===== config.mk =====
export PLATFORM = sky130hd
export DESIGN_NAME = matmul_job_sched_flat
export DESIGN_NICKNAME = d
export VERILOG_FILES = /design/src/rtl/matmul_job_sched_if.sv /design/src/rtl/matmul_job_sched.sv /design/src/flat_wrapper.sv
export SDC_FILE = /design/constraint.sdc
export NUM_CORES = 1
export LEC_CHECK = 0
export CORE_MARGIN = 2
export CORE_UTILIZATION = 52
export DETAILED_ROUTE_END_ITERATION = 10
export GPL_TIMING_DRIVEN = 0
export HOLD_SLACK_MARGIN = 0.06
export MAX_ROUTING_LAYER = met4
export PLACE_DENSITY = 0.79
export SYNTH_ARGS = -nofsm -noshare
export SYNTH_HDL_FRONTEND = slang
export SYNTH_SLANG_ARGS = --single-unit
export TNS_END_PERCENT = 1

===== constraint.sdc =====
create_clock -name clk -period 7.93 [get_ports clk]
set_clock_uncertainty 0.15 [all_clocks]
set_input_delay 1.1895 -clock clk [delete_from_list [all_inputs] [get_ports clk]]
set_output_delay 1.1895 -clock clk [all_outputs]
set_load 0.005 [all_outputs]

===== src/rtl/matmul_job_sched_if.sv =====
// -----------------------------------------------------------------------------
// matmul_job_sched_if
// Job submission and completion channel between a job producer and the
// matmul job scheduler.
//   job_valid/job_ready     valid/ready handshake for one job
//   job_mode, job_size      multiply mode (1 = AS, 2 = SA) and MATRIX_SIZE
//   job_base_sp/hash/b      base addresses handed to mem_ctrl on launch
//   job_id                  tag echoed back on completion
//   done_valid              1-cycle completion strobe
//   done_id, done_err       tag and error status of the completed job
// Modports: master = job producer, slave = scheduler.
// -----------------------------------------------------------------------------
interface matmul_job_sched_if #(
    parameter int ID_W = 4
);
    logic            job_valid;
    logic            job_ready;
    logic [2:0]      job_mode;
    logic [10:0]     job_size;
    logic [31:0]     job_base_sp;
    logic [31:0]     job_base_hash;
    logic [31:0]     job_base_b;
    logic [ID_W-1:0] job_id;
    logic            done_valid;
    logic [ID_W-1:0] done_id;
    logic            done_err;

    modport master (
        output job_valid, job_mode, job_size, job_base_sp, job_base_hash,
               job_base_b, job_id,
        input  job_ready, done_valid, done_id, done_err
    );

    modport slave (
        input  job_valid, job_mode, job_size, job_base_sp, job_base_hash,
               job_base_b, job_id,
        output job_ready, done_valid, done_id, done_err
    );
endinterface


===== src/rtl/matmul_job_sched.sv =====
// -----------------------------------------------------------------------------
// matmul_job_sched
// Job queue and launch sequencer for the systolic memory controller.
// Jobs arrive over the job interface and are buffered in a DEPTH-entry FIFO.
// The head job is launched with a single-cycle calc_init pulse; its config is
// held in registers until the next launch. Completion is tracked through the
// mem_ctrl state, and each job ends with a done strobe carrying its tag and an
// error flag (invalid job, start timeout or run timeout).
// Ports:
//   clk, rst        clock and synchronous active-high reset
//   job             slave side of matmul_job_sched_if (submit + completion)
//   flush           drop all queued jobs that have not been launched
//   hash_ready      HASH source ready, only gates a launch from idle
//   ctrl_state      mem_ctrl current_state, 0 = IDLE
//   calc_init       1-cycle launch pulse
//   mem_mode, matrix_size, base_sp, base_hash, base_b   launched job config
//   busy            sequencer active or jobs pending
// -----------------------------------------------------------------------------
module matmul_job_sched #(
    parameter int DEPTH       = 4,
    parameter int ID_W        = 4,
    parameter int TIMEOUT_CYC = 65535
) (
    input  logic                 clk,
    input  logic                 rst,
    matmul_job_sched_if.slave    job,
    input  logic                 flush,
    input  logic                 hash_ready,
    input  logic [3:0]           ctrl_state,
    output logic                 calc_init,
    output logic [2:0]           mem_mode,
    output logic [10:0]          matrix_size,
    output logic [31:0]          base_sp,
    output logic [31:0]          base_hash,
    output logic [31:0]          base_b,
    output logic                 busy
);
    localparam int PTR_W    = $clog2(DEPTH);
    localparam int CNT_W    = PTR_W + 1;
    localparam int RUN_W    = $clog2(TIMEOUT_CYC + 1);
    localparam int RUN_LAST = TIMEOUT_CYC - 1;

    typedef enum logic [2:0] {
        S_IDLE   = 3'd0,
        S_LAUNCH = 3'd1,
        S_WAIT   = 3'd2,
        S_RUN    = 3'd3,
        S_DONE   = 3'd4
    } state_t;

    // A job is runnable only in AS or SA mode with a non-zero size.
    function automatic logic job_is_valid(input logic [2:0] mode, input logic [10:0] size);
        return ((mode == 3'd1) || (mode == 3'd2)) && (size != 11'd0);
    endfunction

    // FIFO storage
    logic [2:0]      mode_mem_r [DEPTH];
    logic [10:0]     size_mem_r [DEPTH];
    logic [31:0]     sp_mem_r   [DEPTH];
    logic [31:0]     hash_mem_r [DEPTH];
    logic [31:0]     b_mem_r    [DEPTH];
    logic [ID_W-1:0] id_mem_r   [DEPTH];

    logic [PTR_W-1:0] wr_ptr_r, rd_ptr_r, wr_ptr_next_s, rd_ptr_next_s;
    logic [CNT_W-1:0] count_r, count_next_s;
    logic             full_s, empty_s, push_s, pop_s, job_ready_s;

    state_t           state_r, state_next_s;
    logic             term_err_s;
    logic [1:0]       wait_cnt_r;
    logic [RUN_W-1:0] run_cnt_r;

    logic             calc_init_r, calc_init_next_s;
    logic             done_valid_r, done_valid_next_s;
    logic [ID_W-1:0]  done_id_r;
    logic             done_err_r;
    logic             busy_r, busy_next_s;
    logic             load_cfg_s;

    logic [2:0]       mem_mode_r;
    logic [10:0]      matrix_size_r;
    logic [31:0]      base_sp_r, base_hash_r, base_b_r;

    assign full_s      = (count_r == CNT_W'(DEPTH));
    assign empty_s     = (count_r == {CNT_W{1'b0}});
    // flush drops a simultaneous push, so ready is withheld in that cycle.
    assign job_ready_s = !full_s && !flush;
    assign push_s      = job.job_valid && job_ready_s;
    assign pop_s       = (state_r == S_DONE);

    // FSM state register
    always_ff @(posedge clk) begin
        if (rst) begin
            state_r <= S_IDLE;
        end else begin
            state_r <= state_next_s;
        end
    end

    // FSM next-state logic and termination status of the job entering S_DONE
    always_comb begin
        state_next_s = state_r;
        term_err_s   = 1'b0;
        case (state_r)
            S_IDLE: begin
                // A flush in idle empties the queue, so nothing is launched.
                if (flush || empty_s) begin
                    state_next_s = S_IDLE;
                end else if (!job_is_valid(mode_mem_r[rd_ptr_r], size_mem_r[rd_ptr_r])) begin
                    state_next_s = S_DONE;
                    term_err_s   = 1'b1;
                end else if (hash_ready) begin
                    state_next_s = S_LAUNCH;
                end else begin
                    state_next_s = S_IDLE;
                end
            end
            S_LAUNCH: begin
                state_next_s = S_WAIT;
            end
            S_WAIT: begin
                if (ctrl_state != 4'd0) begin
                    state_next_s = S_RUN;
                end else if (wait_cnt_r == 2'd3) begin
                    state_next_s = S_DONE;
                    term_err_s   = 1'b1;
                end else begin
                    state_next_s = S_WAIT;
                end
            end
            S_RUN: begin
                // Normal completion takes priority over a coincident timeout.
                if (ctrl_state == 4'd0) begin
                    state_next_s = S_DONE;
                    term_err_s   = 1'b0;
                end else if (run_cnt_r == RUN_W'(RUN_LAST)) begin
                    state_next_s = S_DONE;
                    term_err_s   = 1'b1;
                end else begin
                    state_next_s = S_RUN;
                end
            end
            S_DONE: begin
                state_next_s = S_IDLE;
            end
            default: begin
                state_next_s = S_IDLE;
            end
        endcase
    end

    // FSM outputs, computed from the next state so they can be registered
    always_comb begin
        calc_init_next_s  = (state_next_s == S_LAUNCH);
        done_valid_next_s = (state_next_s == S_DONE);
        load_cfg_s        = (state_r == S_IDLE) && (state_next_s == S_LAUNCH);
        busy_next_s       = (state_next_s != S_IDLE) || (count_next_s != {CNT_W{1'b0}});
    end

    // FIFO pointer and occupancy update; a launched head survives a flush
    always_comb begin
        wr_ptr_next_s = wr_ptr_r;
        rd_ptr_next_s = rd_ptr_r;
        count_next_s  = count_r;
        if (pop_s) begin
            rd_ptr_next_s = rd_ptr_r + PTR_W'(1'b1);
        end else begin
            rd_ptr_next_s = rd_ptr_r;
        end
        if (flush) begin
            if ((state_r != S_IDLE) && !pop_s) begin
                wr_ptr_next_s = rd_ptr_r + PTR_W'(1'b1);
                count_next_s  = CNT_W'(1'b1);
            end else begin
                wr_ptr_next_s = rd_ptr_next_s;
                count_next_s  = {CNT_W{1'b0}};
            end
        end else begin
            if (push_s) begin
                wr_ptr_next_s = wr_ptr_r + PTR_W'(1'b1);
            end else begin
                wr_ptr_next_s = wr_ptr_r;
            end
            case ({push_s, pop_s})
                2'b10:   count_next_s = count_r + CNT_W'(1'b1);
                2'b01:   count_next_s = count_r - CNT_W'(1'b1);
                default: count_next_s = count_r;
            endcase
        end
    end

    // FIFO pointer and count registers
    always_ff @(posedge clk) begin
        if (rst) begin
            wr_ptr_r <= {PTR_W{1'b0}};
            rd_ptr_r <= {PTR_W{1'b0}};
            count_r  <= {CNT_W{1'b0}};
        end else begin
            wr_ptr_r <= wr_ptr_next_s;
            rd_ptr_r <= rd_ptr_next_s;
            count_r  <= count_next_s;
        end
    end

    // FIFO entry write at the tail
    always_ff @(posedge clk) begin
        if (push_s) begin
            mode_mem_r[wr_ptr_r] <= job.job_mode;
            size_mem_r[wr_ptr_r] <= job.job_size;
            sp_mem_r[wr_ptr_r]   <= job.job_base_sp;
            hash_mem_r[wr_ptr_r] <= job.job_base_hash;
            b_mem_r[wr_ptr_r]    <= job.job_base_b;
            id_mem_r[wr_ptr_r]   <= job.job_id;
        end
    end

    // Launched-job config, loaded from the head on entry to S_LAUNCH
    always_ff @(posedge clk) begin
        if (rst) begin
            mem_mode_r    <= 3'd0;
            matrix_size_r <= 11'd0;
            base_sp_r     <= 32'd0;
            base_hash_r   <= 32'd0;
            base_b_r      <= 32'd0;
        end else if (load_cfg_s) begin
            mem_mode_r    <= mode_mem_r[rd_ptr_r];
            matrix_size_r <= size_mem_r[rd_ptr_r];
            base_sp_r     <= sp_mem_r[rd_ptr_r];
            base_hash_r   <= hash_mem_r[rd_ptr_r];
            base_b_r      <= b_mem_r[rd_ptr_r];
        end
    end

    // Start/run watchdog counters; each clears whenever its state is left
    always_ff @(posedge clk) begin
        if (rst) begin
            wait_cnt_r <= 2'd0;
            run_cnt_r  <= {RUN_W{1'b0}};
        end else begin
            wait_cnt_r <= (state_r == S_WAIT) ? (wait_cnt_r + 2'd1) : 2'd0;
            run_cnt_r  <= (state_r == S_RUN) ? (run_cnt_r + RUN_W'(1'b1)) : {RUN_W{1'b0}};
        end
    end

    // Registered launch/completion/busy outputs
    always_ff @(posedge clk) begin
        if (rst) begin
            calc_init_r  <= 1'b0;
            done_valid_r <= 1'b0;
            done_id_r    <= {ID_W{1'b0}};
            done_err_r   <= 1'b0;
            busy_r       <= 1'b0;
        end else begin
            calc_init_r  <= calc_init_next_s;
            done_valid_r <= done_valid_next_s;
            done_id_r    <= done_valid_next_s ? id_mem_r[rd_ptr_r] : {ID_W{1'b0}};
            done_err_r   <= done_valid_next_s && term_err_s;
            busy_r       <= busy_next_s;
        end
    end

    assign job.job_ready  = job_ready_s;
    assign job.done_valid = done_valid_r;
    assign job.done_id    = done_id_r;
    assign job.done_err   = done_err_r;
    assign calc_init      = calc_init_r;
    assign mem_mode       = mem_mode_r;
    assign matrix_size    = matrix_size_r;
    assign base_sp        = base_sp_r;
    assign base_hash      = base_hash_r;
    assign base_b         = base_b_r;
    assign busy           = busy_r;
endmodule

===== src/flat_wrapper.sv =====
// flat-port wrapper written by rule: the top's interface ports become plain ports
module matmul_job_sched_flat 
#(
    parameter int DEPTH       = 4,
    parameter int ID_W        = 4,
    parameter int TIMEOUT_CYC = 65535
)
  (clk, rst, flush, hash_ready, ctrl_state, calc_init, mem_mode, matrix_size, base_sp, base_hash, base_b, busy, job_job_valid, job_job_mode, job_job_size, job_job_base_sp, job_job_base_hash, job_job_base_b, job_job_id, job_job_ready, job_done_valid, job_done_id, job_done_err);
  matmul_job_sched_if #(.ID_W(ID_W)) job_i ();
  input  logic clk;
  input  logic rst;
  input  logic flush;
  input  logic hash_ready;
  input  logic [3:0] ctrl_state;
  output logic calc_init;
  output logic [2:0] mem_mode;
  output logic [10:0] matrix_size;
  output logic [31:0] base_sp;
  output logic [31:0] base_hash;
  output logic [31:0] base_b;
  output logic busy;
  input wire logic [$bits(job_i.job_valid)-1:0] job_job_valid;
  input wire logic [$bits(job_i.job_mode)-1:0] job_job_mode;
  input wire logic [$bits(job_i.job_size)-1:0] job_job_size;
  input wire logic [$bits(job_i.job_base_sp)-1:0] job_job_base_sp;
  input wire logic [$bits(job_i.job_base_hash)-1:0] job_job_base_hash;
  input wire logic [$bits(job_i.job_base_b)-1:0] job_job_base_b;
  input wire logic [$bits(job_i.job_id)-1:0] job_job_id;
  output wire logic [$bits(job_i.job_ready)-1:0] job_job_ready;
  output wire logic [$bits(job_i.done_valid)-1:0] job_done_valid;
  output wire logic [$bits(job_i.done_id)-1:0] job_done_id;
  output wire logic [$bits(job_i.done_err)-1:0] job_done_err;
  assign job_i.job_valid = job_job_valid;
  assign job_i.job_mode = job_job_mode;
  assign job_i.job_size = job_job_size;
  assign job_i.job_base_sp = job_job_base_sp;
  assign job_i.job_base_hash = job_job_base_hash;
  assign job_i.job_base_b = job_job_base_b;
  assign job_i.job_id = job_job_id;
  assign job_job_ready = job_i.job_ready;
  assign job_done_valid = job_i.done_valid;
  assign job_done_id = job_i.done_id;
  assign job_done_err = job_i.done_err;
  matmul_job_sched #(.DEPTH(DEPTH), .ID_W(ID_W), .TIMEOUT_CYC(TIMEOUT_CYC)) u_core (.clk(clk), .rst(rst), .job(job_i), .flush(flush), .hash_ready(hash_ready), .ctrl_state(ctrl_state), .calc_init(calc_init), .mem_mode(mem_mode), .matrix_size(matrix_size), .base_sp(base_sp), .base_hash(base_hash), .base_b(base_b), .busy(busy));
endmodule

---- Word level (Yosys, flattened, before mapping) ----
Memories as Yosys holds them, arrays and structs flattened. A register that Yosys moved wholly into a read port is not among the register bits.
Index checks and enable logic that the tools add are counted.
storage, ports and cells
  register bits after elaboration ......... 46
  bits in writable memories ............... 456
  output and inout port bits .............. 119
  word-level logic and storage cells ...... 90
  memories kept ........................... 6
memory list
  name               depth  bits a word  rd ports  clocked after Yosys merged registers in  write ports  RTL line                RTL
  u_core.b_mem_r     4      32           1         1                                        1            matmul_job_sched.sv:61  logic [31:0] b_mem_r [DEPTH];
  u_core.hash_mem_r  4      32           1         1                                        1            matmul_job_sched.sv:60  logic [31:0] hash_mem_r [DEPTH];
  u_core.sp_mem_r    4      32           1         1                                        1            matmul_job_sched.sv:59  logic [31:0] sp_mem_r [DEPTH];
  u_core.size_mem_r  4      11           1         1                                        1            matmul_job_sched.sv:58  logic [10:0] size_mem_r [DEPTH];
  u_core.id_mem_r    4      4            1         1                                        1            matmul_job_sched.sv:62  logic [ID_W-1:0] id_mem_r [DEPTH];
  u_core.mode_mem_r  4      3            1         1                                        1            matmul_job_sched.sv:57  logic [2:0] mode_mem_r [DEPTH];
operators by class
  $add $sub $neg .......................... 6
  eq/ne operators ......................... 13
  muxes and demuxes ....................... 26
  bitwise gates (word level) .............. 3
  reduce and logical (&&, ||, !) cells .... 24
operators with widths
  cell                                                  count
  2-to-1 mux 3 bit                                      7
  adder 16 x 1 -> 16 bit (second input constant)        1
  equality test 16 bit (second input constant)          1
  2-to-1 mux 2 bit                                      6
  one-hot mux 3 bit (4 select lines)                    1
  nonzero test 11 bit                                   1
  2-to-1 mux 1 bit                                      10
  equality test 3 x 1 -> 1 bit (second input constant)  3
  equality test 3 x 2 -> 1 bit (second input constant)  3
  equality test 3 bit (second input constant)           3
  nonzero test 3 bit                                    3
  adder 2 x 1 -> 2 bit (second input constant)          3
  logical AND 1 bit                                     6
  zero test 3 bit                                       2
  one-hot mux 3 bit (2 select lines)                    1
  OR reduction 2 bit                                    3
  equality test 2 bit (second input constant)           2
  zero test 4 bit                                       1
  nonzero test 4 bit                                    1
  adder 3 x 1 -> 3 bit (second input constant)          1
  zero test 1 bit                                       3
  logical OR 1 bit                                      3
  inverter 1 bit                                        3
  one-hot mux 1 bit (3 select lines)                    1
  3 further kinds                                       3

---- Longest topological paths before layout ----
Gate-level depths: netlist of run 1.
  depth after elaboration ................. 9
  depth in mapped cells ................... 10
  depth with buffers taken out ............ 10

---- Least setup slack after synthesis of run 1 ----
OpenSTA, ideal clock, no wires.
  kind .................................... input to register
  start ................................... in job_job_valid
  end ..................................... mem u_core.b_mem_r[0][0] (enable)
  data arrival time ....................... 4.474 ns
  data required time ...................... 7.294 ns
  setup slack ............................. 2.820 ns
  stages .................................. 3
  path buffers ............................ 0
  cells stage by stage .................... inv_1 -> a211oi_1 -> and2_1
on the way
  longest elaborated chain between the ends .. 3
ends and longest elaborated chain
  element                                 RTL line                 RTL
  start: declaration                      flat_wrapper.sv:22       input wire logic [$bits(job_i.job_valid)-1:0] job_job_valid;
  logical AND 1 bit                       matmul_job_sched.sv:88   assign push_s = job.job_valid && job_ready_s;
  2-to-1 mux 1 bit                        matmul_job_sched.sv:207  if (push_s) begin
  2-to-1 mux 1 bit (not written as such)  matmul_job_sched.sv:212  b_mem_r[wr_ptr_r] <= job.job_base_b;
  end: declaration                        matmul_job_sched.sv:61
No other way between the ends.

==> results of run 1 <==
==> worst max path at each step <==
stage                              to  slack (ns)  cells after the start
6_report          u_core.base_hash[8]        3.43                      9
5_1_grt           u_core.base_hash[9]        3.33                      9
4_1_cts           u_core.base_hash[8]        3.50                      9
3_5_place_dp              u_core.busy        3.43                     11
3_3_place_gp   u_core.sp_mem_r[0][27]       -0.11                      4
2_1_floorplan    u_core.b_mem_r[0][0]        2.82                      3
==> per-layer routing <==
layer	vias to the layer above	wire length (µm)
met5	-	0
li1	5739	-
met1	6568	20800
met3	109	3150
met4	0	2030
met2	464	24900
==> cell type report <==
class | instances | area [µm²] | share of cell area
diodes | 9 | 22.5 | 0.000821
plain buffers | 91 | 397 | 0.0145
clock buffers | 79 | 1560 | 0.0569
clock inverters | 30 | 338 | 0.0123
inverters | 9 | 33.8 | 0.00123
multi-input cells | 593 | 5200 | 0.190
flip-flops and latches | 602 | 16600 | 0.606
well taps | 539 | 674 | 0.0246
repair buffers | 248 | 2590 | 0.0945
==> worst register-to-register path, delay by kind of cell (launching register included) <==
kind | cells | cell delay (ns)
flip-flops | 1 | 0.30
buffers and inverters | 4 | 1.56
AO/OA/AOI/OAI | 2 | 0.33
AND/OR/NAND/NOR | 1 | 1.16
XOR/XNOR | 1 | 0.45
multiplexers | 1 | 0.40
==> cell usage after synthesis, types with 6 or more instances <==
master / instances
a21oi_1: 119
ha_1: 8
nor2_1: 32
xnor2_1: 13
xor2_1: 10
clkbuf_1: 59
nand2_1: 13
buf_1: 16
nor3_1: 9
edfxtp_1: 456
nand3_1: 115
o21ai_0: 110
inv_1: 9
mux4_2: 113
buf_2: 8
or3_1: 6
dfxtp_1: 146
==> layout by cell type (no fill, tap or decap), types with 5 or more instances in the layout <==
| master | instances |
|---|---|
| clkinv_2 | 9 |
| nand3_1 | 115 |
| nor3_1 | 9 |
| clkbuf_16 | 58 |
| dfxtp_1 | 146 |
| inv_1 | 9 |
| a21oi_1 | 119 |
| ha_1 | 8 |
| diode_2 | 9 |
| a211oi_1 | 5 |
| edfxtp_1 | 456 |
| clkdlybuf4s50_1 | 240 |
| buf_1 | 16 |
| bufinv_16 | 6 |
| nand2_1 | 13 |
| clkinv_1 | 10 |
| mux4_2 | 113 |
| clkbuf_1 | 77 |
| xnor2_1 | 13 |
| buf_2 | 8 |
| xor2_1 | 10 |
| o21ai_0 | 110 |
| or3_1 | 6 |
| nor2_1 | 32 |
==> stage by stage <==
stage | TNS (ns) | std cells
3_5_place_dp | 0 | 2082
2_1_floorplan | 0 | 1295
3_3_place_gp | -32.71 | 2074
4_1_cts | 0 | 2191
5_1_grt | 0 | 2200
6_report | 0 | 2200
==> sequential cells by signal (all words and copies together), names as in the netlist, 16 cells and up <==
signal and count:
u_core.base_hash 32, u_core.id_mem_r 16, u_core.sp_mem_r 128, u_core.size_mem_r 44, u_core.run_cnt_r 16, u_core.base_b 32, u_core.base_sp 32, u_core.hash_mem_r 128
u_core.b_mem_r 128
==> kinds of logic after synthesis <==
group / after synthesis / share of synthesized area
muxes: 117 / 0.116
adders and majority gates: 9 / 0.00540
xor gates and xnor gates: 23 / 0.00906
AOI/OAI and AO/OA: 243 / 0.0566
DFF: 602 / 0.747
buffers and inverters: 100 / 0.0194
and+or+nand+nor: 201 / 0.0462
==> power by group through the flow <==
stage	clock network (mW)	logic, mW	registers, mW
6_report	2.75	0.272	3.47
5_1_grt	2.91	0.293	3.47
4_1_cts	2.79	0.274	3.47
3_5_place_dp	0	0.273	3.54
3_3_place_gp	0	0.256	3.55
2_1_floorplan	0	0.122	3.54
==> results.sh, run 1 <==
export IMPL_dieHeight_um=211
export IMPL_p_total_mw=6.49
export IMPL_cp_data_required_time_ns=8.27
export IMPL_grt_util_met2=0.379
export IMPL_htree_levels=2
export IMPL_grt_use_met1=0.310
export IMPL_track_usage=0.240
export IMPL_drive_gt1_frac=0.137
export IMPL_synth_seq_cells=602
export IMPL_critPathKind="flip-flop to flip-flop"
export IMPL_whs_endpoint="u_core.wait_cnt_r[0]"
export IMPL_end_kind="flip-flop"
export IMPL_seq_area_frac_synth=0.747
export IMPL_grt_busiest_layer="met2"
export IMPL_crit_path_top_delay_cell="nand4_1"
export IMPL_hold_depth=1
export IMPL_numCtsBuffers=58
export IMPL_routed_wl_um=50900
export IMPL_synth_ff_type="edfxtp_1"
export IMPL_root_buffer="clkbuf_16"
export IMPL_period_share=0.568
export IMPL_setup_viol=0
export IMPL_crit_path_start="u_core.rd_ptr_r[1]"
export IMPL_wire_per_inst_um=23.1
export IMPL_grt_start_max_net_pins=53
export IMPL_clock_fmax_mhz=222
export IMPL_postSynthCellCount=1295
export IMPL_worstSetupStartpointType="flip-flop"
export IMPL_initial_utilization=0.529
export IMPL_detail_route_antenna_nets=0
export IMPL_min_period_ns=4.50
export IMPL_cpLargestDelayFamily="buffers and inverters"
export IMPL_final_area_um2=27400
export IMPL_setup_ws_ns=3.43
export IMPL_cts_setup_buffers=0
export IMPL_dpl_cell_area_um2=25500
export IMPL_area_delta_synth_final_pct=23.4
export IMPL_synthTopCellsByArea="edfxtp_1 62%, dfxtp_1 13%, mux4_2 11%, a21oi_1 2.7%, nand3_1 2.6%"
export IMPL_coreArea_um2=42000
export IMPL_maxCapViolCount=0
export IMPL_port_buffers=240
export IMPL_rsz0062_at_grt="false"
export IMPL_worstPathCellList="clkbuf_1 -> buf_2 -> mux4_2 -> xor2_1 -> nand4_1 -> clkbuf_1 -> clkbuf_1 -> o21ai_0 -> a21oi_1"
export IMPL_power_density_nw_per_um2=237
export IMPL_postSynthAreaPerCell_um2=17.2
export IMPL_die_w_um=211
export IMPL_nFillCells=2875
export IMPL_switchingPower_mw=1.33
export IMPL_cts_clk_slew_worst_paths_ns=0.06
export IMPL_p_int_mw=5.17
export IMPL_timing_hold_ws_ns=0.300
export IMPL_cts_hold_buf=0
export IMPL_yosys_warnings=0
export IMPL_cts_tree="done"
export IMPL_r2r_slack_ns=3.43
export IMPL_grt_pass1_wl_um=77600
export IMPL_clk_latency_ns=0.63
export IMPL_switching_share=0.204
export IMPL_synth_top_area_cell="edfxtp_1"
export IMPL_synth_top_area_frac=0.616
export IMPL_drt_iter0_drc=1130
export IMPL_drc_errors=0
export IMPL_synth_edf_count=456
export IMPL_vias=12900
export IMPL_vias_per_cell=5.85
export IMPL_syn_num_nets=1427
export IMPL_r2r_cells=9
export IMPL_p_leak_nw=8.50
export IMPL_hold_violations=0
export IMPL_seqPwrFrac=0.534
export IMPL_slew_violations=0
export IMPL_synthArstFlopShare=0
export IMPL_peakVddDrop_uv=203
export IMPL_cp_arrival_ns=4.84
export IMPL_reg2reg_from="u_core.rd_ptr_r[1]"
export IMPL_r2r_end="u_core.base_hash[8]"
export IMPL_pin_count=242
export IMPL_dr_pass1_iters=5
export IMPL_place_gp_congestion=0.878
export IMPL_clkSinkCount=602
export IMPL_core_rowCount=75
export IMPL_dieArea_um2=44400
export IMPL_critPathMaxFanout=10
export IMPL_syn_area_um2=22200
export IMPL_relSlewSlack=0.0904
export IMPL_cts_resized=0
export IMPL_hp_class="flip-flop to flip-flop"
export IMPL_antenna_found_initial=9
export IMPL_dp_slack_ns=3.43
export IMPL_hp_start="u_core.wait_cnt_r[0]"
export IMPL_cpMostUsedCell="clkbuf_1"
export IMPL_status="complete, no violations"
export IMPL_cts_buffer_depth=3
export IMPL_ys_types=41
export IMPL_fin_nets=1735
export IMPL_worst_pin_slew_ns=1.36
export IMPL_slowest_delay_ns=1.16
export IMPL_grt_overflow_total=0
export IMPL_post_dp_hpwl_um=32600
export IMPL_use_met3=0.0430
export IMPL_fin_util=0.653
export IMPL_critPathBufInv=4
export IMPL_grt_pass1_vias=13400
export IMPL_p_clk_frac=0.424
export IMPL_comb_power_share=0.042
(Power assumes the default switching activity.)
==> run 2: changes to the inputs <==
- CORE_UTILIZATION: 52 -> 51
- PLACE_DENSITY: 0.79 -> 0.81
- clock period: 7.93 -> 3.8 ns (I/O delays scaled with it)
==> run 2 against run 1 <==
Register-to-register slack worse by 3.2 ns. Flip-flop and latch count unchanged. Non-clock buffer count up 4. Count of clock-buffer cells in the layout down 4. Setup slack worse by 3.2 ns. Sequential power up 110%. Cell count up 2.1%. Clock power up 100%. Fmax up 27%. Critical path depth up 1. Total power up 110%. Via count up 1.8%. Critical path type unchanged. Critical endpoint is now u_core.base_b[7].
==> results.sh, run 2 (synthesis gave the netlist of run 1 again) <==
export IMPL_grt_start_max_net_pins=57
export IMPL_fin_nets=1738
export IMPL_worst_pin_slew_ns=1.05
export IMPL_p_total_mw=13.4
export IMPL_drive_gt1_frac=0.145
export IMPL_maxCapViolCount=0
export IMPL_cts_clk_slew_worst_paths_ns=0.06
export IMPL_grt_pass1_wl_um=77200
export IMPL_coreArea_um2=43100
export IMPL_grt_pass1_vias=13400
export IMPL_peakVddDrop_uv=387
export IMPL_setup_tns_final_ns=0
export IMPL_cpLargestDelayFamily="buffers and inverters"
export IMPL_root_buffer="clkbuf_16"
export IMPL_setup_ws_ns=0.257
export IMPL_wire_per_inst_um=23.2
export IMPL_critPathMaxFanout=10
export IMPL_cp_arrival_ns=3.92
export IMPL_setup_viol=0
export IMPL_critPathBufInv=5
export IMPL_crit_path_top_delay_cell="mux4_2"
export IMPL_dr_pass1_iters=7
export IMPL_critPathKind="flip-flop to flip-flop"
export IMPL_min_period_ns=3.54
export IMPL_grt_overflow_total=0
export IMPL_clock_fmax_mhz=282
export IMPL_clk_latency_ns=0.61
export IMPL_pin_count=242
export IMPL_track_usage=0.237
export IMPL_dieHeight_um=213
export IMPL_worstSetupStartpointType="flip-flop"
export IMPL_drc_errors=0
export IMPL_numCtsBuffers=57
export IMPL_post_dp_hpwl_um=33200
export IMPL_vias=13100
export IMPL_die_w_um=213
export IMPL_place_gp_congestion=0.818
export IMPL_end_kind="flip-flop"
export IMPL_cp_data_required_time_ns=4.18
export IMPL_final_cell_mix="456 x edfxtp_1, 240 x clkdlybuf4s50_1, 146 x dfxtp_1"
export IMPL_power_density_nw_per_um2=486
export IMPL_cts_buffer_depth=3
export IMPL_rsz0062_at_grt="false"
export IMPL_slew_violations=0
export IMPL_clkSinkCount=602
export IMPL_hp_class="input port to flip-flop"
export IMPL_hold_violations=0
export IMPL_htree_levels=2
export IMPL_routed_wl_um=52200
export IMPL_p_leak_nw=8.53
export IMPL_cts_tree="done"
export IMPL_status="complete, no violations"
export IMPL_detail_route_antenna_nets=0
export IMPL_initial_utilization=0.516
export IMPL_dieArea_um2=45300
export IMPL_area_delta_synth_final_pct=23.7
export IMPL_core_rowCount=76
export IMPL_relSlewSlack=0.300
export IMPL_worstPathCellList="buf_4 -> buf_4 -> mux4_2 -> xor2_2 -> and4_1 -> clkbuf_4 -> buf_2 -> buf_2 -> nand3_1 -> a21oi_1"
export IMPL_vias_per_cell=5.83
export IMPL_drt_iter0_drc=1395
export IMPL_port_buffers=240
export IMPL_dp_slack_ns=-0.436
export IMPL_slowest_delay_ns=0.60
export IMPL_antenna_found_initial=6
export IMPL_cts_hold_buf=0
export IMPL_period_share=0.932
export IMPL_top_regs="u_core.b_mem_r x128, u_core.hash_mem_r x128, u_core.sp_mem_r x128"
export IMPL_layout_commonest_cell="edfxtp_1"
==> run 2: changes by cell type in the layout (fill, tap and decap cells not counted), sizes merged <==
| cell | change |
|---|---|
| bufinv | -4 |
| clkbuf | -3 |
| buf | +3 |
| diode | -2 |
| clkinv | +6 |
| inv | -2 |
| clkinvlp | +3 |
==> run 2: through the flow <==
step | util | instance area, µm² | hold WS, ns | cells
after floorplan | - | 22200 | 0.258 | 1295
after global placement | 0.589 | 25400 | 0.278 | 2120
after detailed placement | 0.594 | 25600 | 0.274 | 2128
after CTS | 0.638 | 27500 | 0.148 | 2238
after global routing | 0.639 | 27500 | 0.191 | 2246
final | 0.639 | 27500 | 0.192 | 2247
==> run 2: power breakdown <==
part,internal (mW),total (mW),leakage [nW],switching [mW]
registers,7.21,7.24,5.32,0.0351
clock network,3.13,5.55,0.903,2.42
logic,0.284,0.571,2.30,0.286
==> run 2: final timing paths <==
path	start	to	slack, ns	cells after the start
max reg2reg	u_core.rd_ptr_r[0]	u_core.base_b[7]	0.26	10
min reg2reg	u_core.wait_cnt_r[0]	u_core.wait_cnt_r[0]	0.28	1
min	rst	u_core.state_r[1]	0.19	2
max	u_core.rd_ptr_r[0]	u_core.base_b[7]	0.26	10
==> run 2: repair_timing <==
action,CTS,global route
setup endpoints to repair,110,101
pin swaps,1,1
gates resized for setup,2,2
setup buffers,2,2
==> run 2: layout make-up <==
cell class	instances	area, µm²
Multi-Input combinational cell	593	5210
Timing Repair Buffer	252	2670
Antenna cell	7	17.5
Clock inverter	33	223
Sequential cell	602	16600
Buffer	91	402
Clock buffer	75	1620
Fill cell	2894	15600
Inverter	9	33.8
Tap cell	585	732
==> run 2: per-layer routing <==
metal / vias to the layer above / track usage / wire (µm)
met4: 0 / 0.109 / 2090
met3: 118 / 0.0462 / 3990
met1: 6662 / 0.296 / 20300
met2: 575 / 0.377 / 25800
met5: - / - / 0
li1: 5753 / - / -
==> run 3: changes to the inputs <==
- CORE_UTILIZATION: 51 -> 40
- PLACE_DENSITY: 0.81 -> 0.67
==> run 3 against run 2 <==
Final area increased by 1.0%. Flip-flop and latch count unchanged. Wire length decreased by 3.1%. Total power increased by 1.1%. Count of clock-buffer cells in the layout increased by 1. Clock power increased by 3%. Hold slack got worse by 0.013 ns. Critical path type unchanged. Fmax increased by 3.3%. Setup slack improved by 0.11 ns. Cell count increased by 7.6%.
==> results.sh, run 3 (synthesis gave the netlist of run 1 again) <==
export IMPL_period_share=0.903
export IMPL_p_int_mw=10.7
export IMPL_drc_errors=0
export IMPL_slew_violations=0
export IMPL_cp_arrival_ns=3.76
export IMPL_status="complete, no violations"
export IMPL_switching_share=0.207
export IMPL_antenna_found_initial=8
export IMPL_root_buffer="clkbuf_16"
export IMPL_dieArea_um2=57500
export IMPL_initial_utilization=0.404
export IMPL_dr_pass1_iters=5
export IMPL_setup_viol=0
export IMPL_timing_hold_ws_ns=0.179
export IMPL_pin_count=242
export IMPL_nFillCells=4526
export IMPL_dieHeight_um=240
export IMPL_numCtsBuffers=60
export IMPL_end_kind="flip-flop"
export IMPL_cts_buffer_depth=3
export IMPL_min_period_ns=3.43
export IMPL_layout_commonest_cell="edfxtp_1"
export IMPL_top_regs="u_core.b_mem_r x128, u_core.hash_mem_r x128, u_core.sp_mem_r x128"
export IMPL_power_density_nw_per_um2=486
export IMPL_cpLargestDelayFamily="buffers and inverters"
export IMPL_final_cell_mix="456 x edfxtp_1, 240 x clkdlybuf4s50_1, 146 x dfxtp_1"
export IMPL_worst_pin_slew_ns=1.20
export IMPL_clock_fmax_mhz=291
export IMPL_clkSinkCount=602
export IMPL_relSlewSlack=0.203
export IMPL_detail_route_antenna_nets=0
export IMPL_vias_per_cell=5.23
export IMPL_fin_util=0.506
export IMPL_grt_overflow_total=0
export IMPL_drt_iter0_drc=771
export IMPL_hold_violations=0
export IMPL_place_gp_congestion=0.816
export IMPL_coreArea_um2=55000
export IMPL_crit_path_top_delay_cell="or4_4"
export IMPL_die_w_um=240
export IMPL_post_dp_hpwl_um=32600
export IMPL_grt_start_max_net_pins=55
export IMPL_core_rowCount=86
export IMPL_switchingPower_mw=2.80
export IMPL_worstSetupStartpointType="flip-flop"
export IMPL_port_buffers=240
export IMPL_wire_per_inst_um=20.9
export IMPL_rsz0062_at_grt="false"
export IMPL_critPathBufInv=4
export IMPL_comb_power_share=0.042
export IMPL_critPathMaxFanout=10
export IMPL_grt_pass1_wl_um=75100
export IMPL_clk_latency_ns=0.63
export IMPL_grt_pass1_vias=12800
export IMPL_cts_tree="done"
export IMPL_track_usage=0.180
export IMPL_p_clk_frac=0.422
export IMPL_seqPwrFrac=0.536
export IMPL_drive_gt1_frac=0.148
export IMPL_routed_wl_um=50600
export IMPL_vias=12700
export IMPL_critPathKind="flip-flop to flip-flop"
export IMPL_fin_nets=1741
export IMPL_dp_cells=2292
export IMPL_cts_clk_slew_worst_paths_ns=0.06
export IMPL_area_delta_synth_final_pct=25.0
export IMPL_htree_levels=2
export IMPL_cts_hold_buf=0
export IMPL_slowest_delay_ns=0.47
export IMPL_hp_class="input port to flip-flop"
export IMPL_worstPathCellList="clkbuf_1 -> buf_2 -> mux4_2 -> or4_4 -> or3_1 -> buf_2 -> clkbuf_1 -> nand3_1 -> a21oi_1"
export IMPL_finalNonFillerCells=2417
export IMPL_cp_data_required_time_ns=4.13
export IMPL_p_leak_nw=8.57
export IMPL_peakVddDrop_uv=409
export IMPL_maxCapViolCount=0
run 3: cell types whose count changed in the layout (fill, tap and decap cells not counted), moves of 2 or more:
cell        previous run  this run
clkinv_2              13        20
clkbuf_1              66        71
clkinv_1              11         6
clkbuf_8               6         3
clkinv_8               0         3
clkbuf_2               2         0
clkinvlp_4             4         2
run 3: routing by layer:
metal	part of all wire	vias up	wire length (µm)	track usage
li1	-	5770	-	-
met1	0.42	6442	21100	0.226
met2	0.50	362	25200	0.296
met3	0.065	78	3270	0.0398
met4	0.022	0	1130	0.0509
met5	0	-	0	-
run 3: worst paths after layout:
path / end / slack [ns] / depth (start not counted) / from
setup / recovery: u_core.base_hash[13] / 0.37 / 9 / u_core.rd_ptr_r[1]
hold / removal: u_core.state_r[1] / 0.18 / 2 / rst
setup reg to reg: u_core.base_hash[13] / 0.37 / 9 / u_core.rd_ptr_r[1]
hold reg to reg: u_core.wait_cnt_r[0] / 0.28 / 1 / u_core.wait_cnt_r[0]
run 3: timing repair:
action	CTS	global route
pin swaps	2	0
setup endpoints to repair	40	9
setup buffers	3	0
gates resized for setup	0	1
run 3: power groups by stage:
stage               sequential (mW)  combinational [mW]  clock (mW)
floorplan                      7.39               0.255           0
global placement               7.40               0.543           0
detailed placement             7.38               0.576           0
CTS                            7.24               0.578        5.84
global route                   7.25               0.615        6.10
finish                         7.24               0.569        5.71
run 3: stage by stage:
| stage | area [µm²] | power, mW | setup slack, ns | setup TNS (ns) |
|---|---|---|---|---|
| 2_1_floorplan | 22200 | 7.64 | -0.690 | -236.03 |
| 3_3_place_gp | 25600 | 7.94 | -3.66 | -1411.99 |
| 3_5_place_dp | 25800 | 7.96 | -0.139 | -2.21 |
| 4_1_cts | 27800 | 13.7 | 0.185 | 0 |
| 5_1_grt | 27800 | 14.0 | 0.101 | 0 |
| 6_report | 27800 | 13.5 | 0.369 | 0 |
run 3: layout make-up:
type / instances / area, µm² / share of cell area
plain buffers: 91 / 399 / 0.0144
multi-input cells: 593 / 5200 / 0.187
flip-flops and latches: 602 / 16600 / 0.598
clock buffers: 76 / 1610 / 0.0580
well taps: 748 / 936 / 0.0337
diodes: 8 / 20.0 / 0.000720
repair buffers: 252 / 2670 / 0.0961
inverters: 9 / 33.8 / 0.00122
clock inverters: 38 / 309 / 0.0111
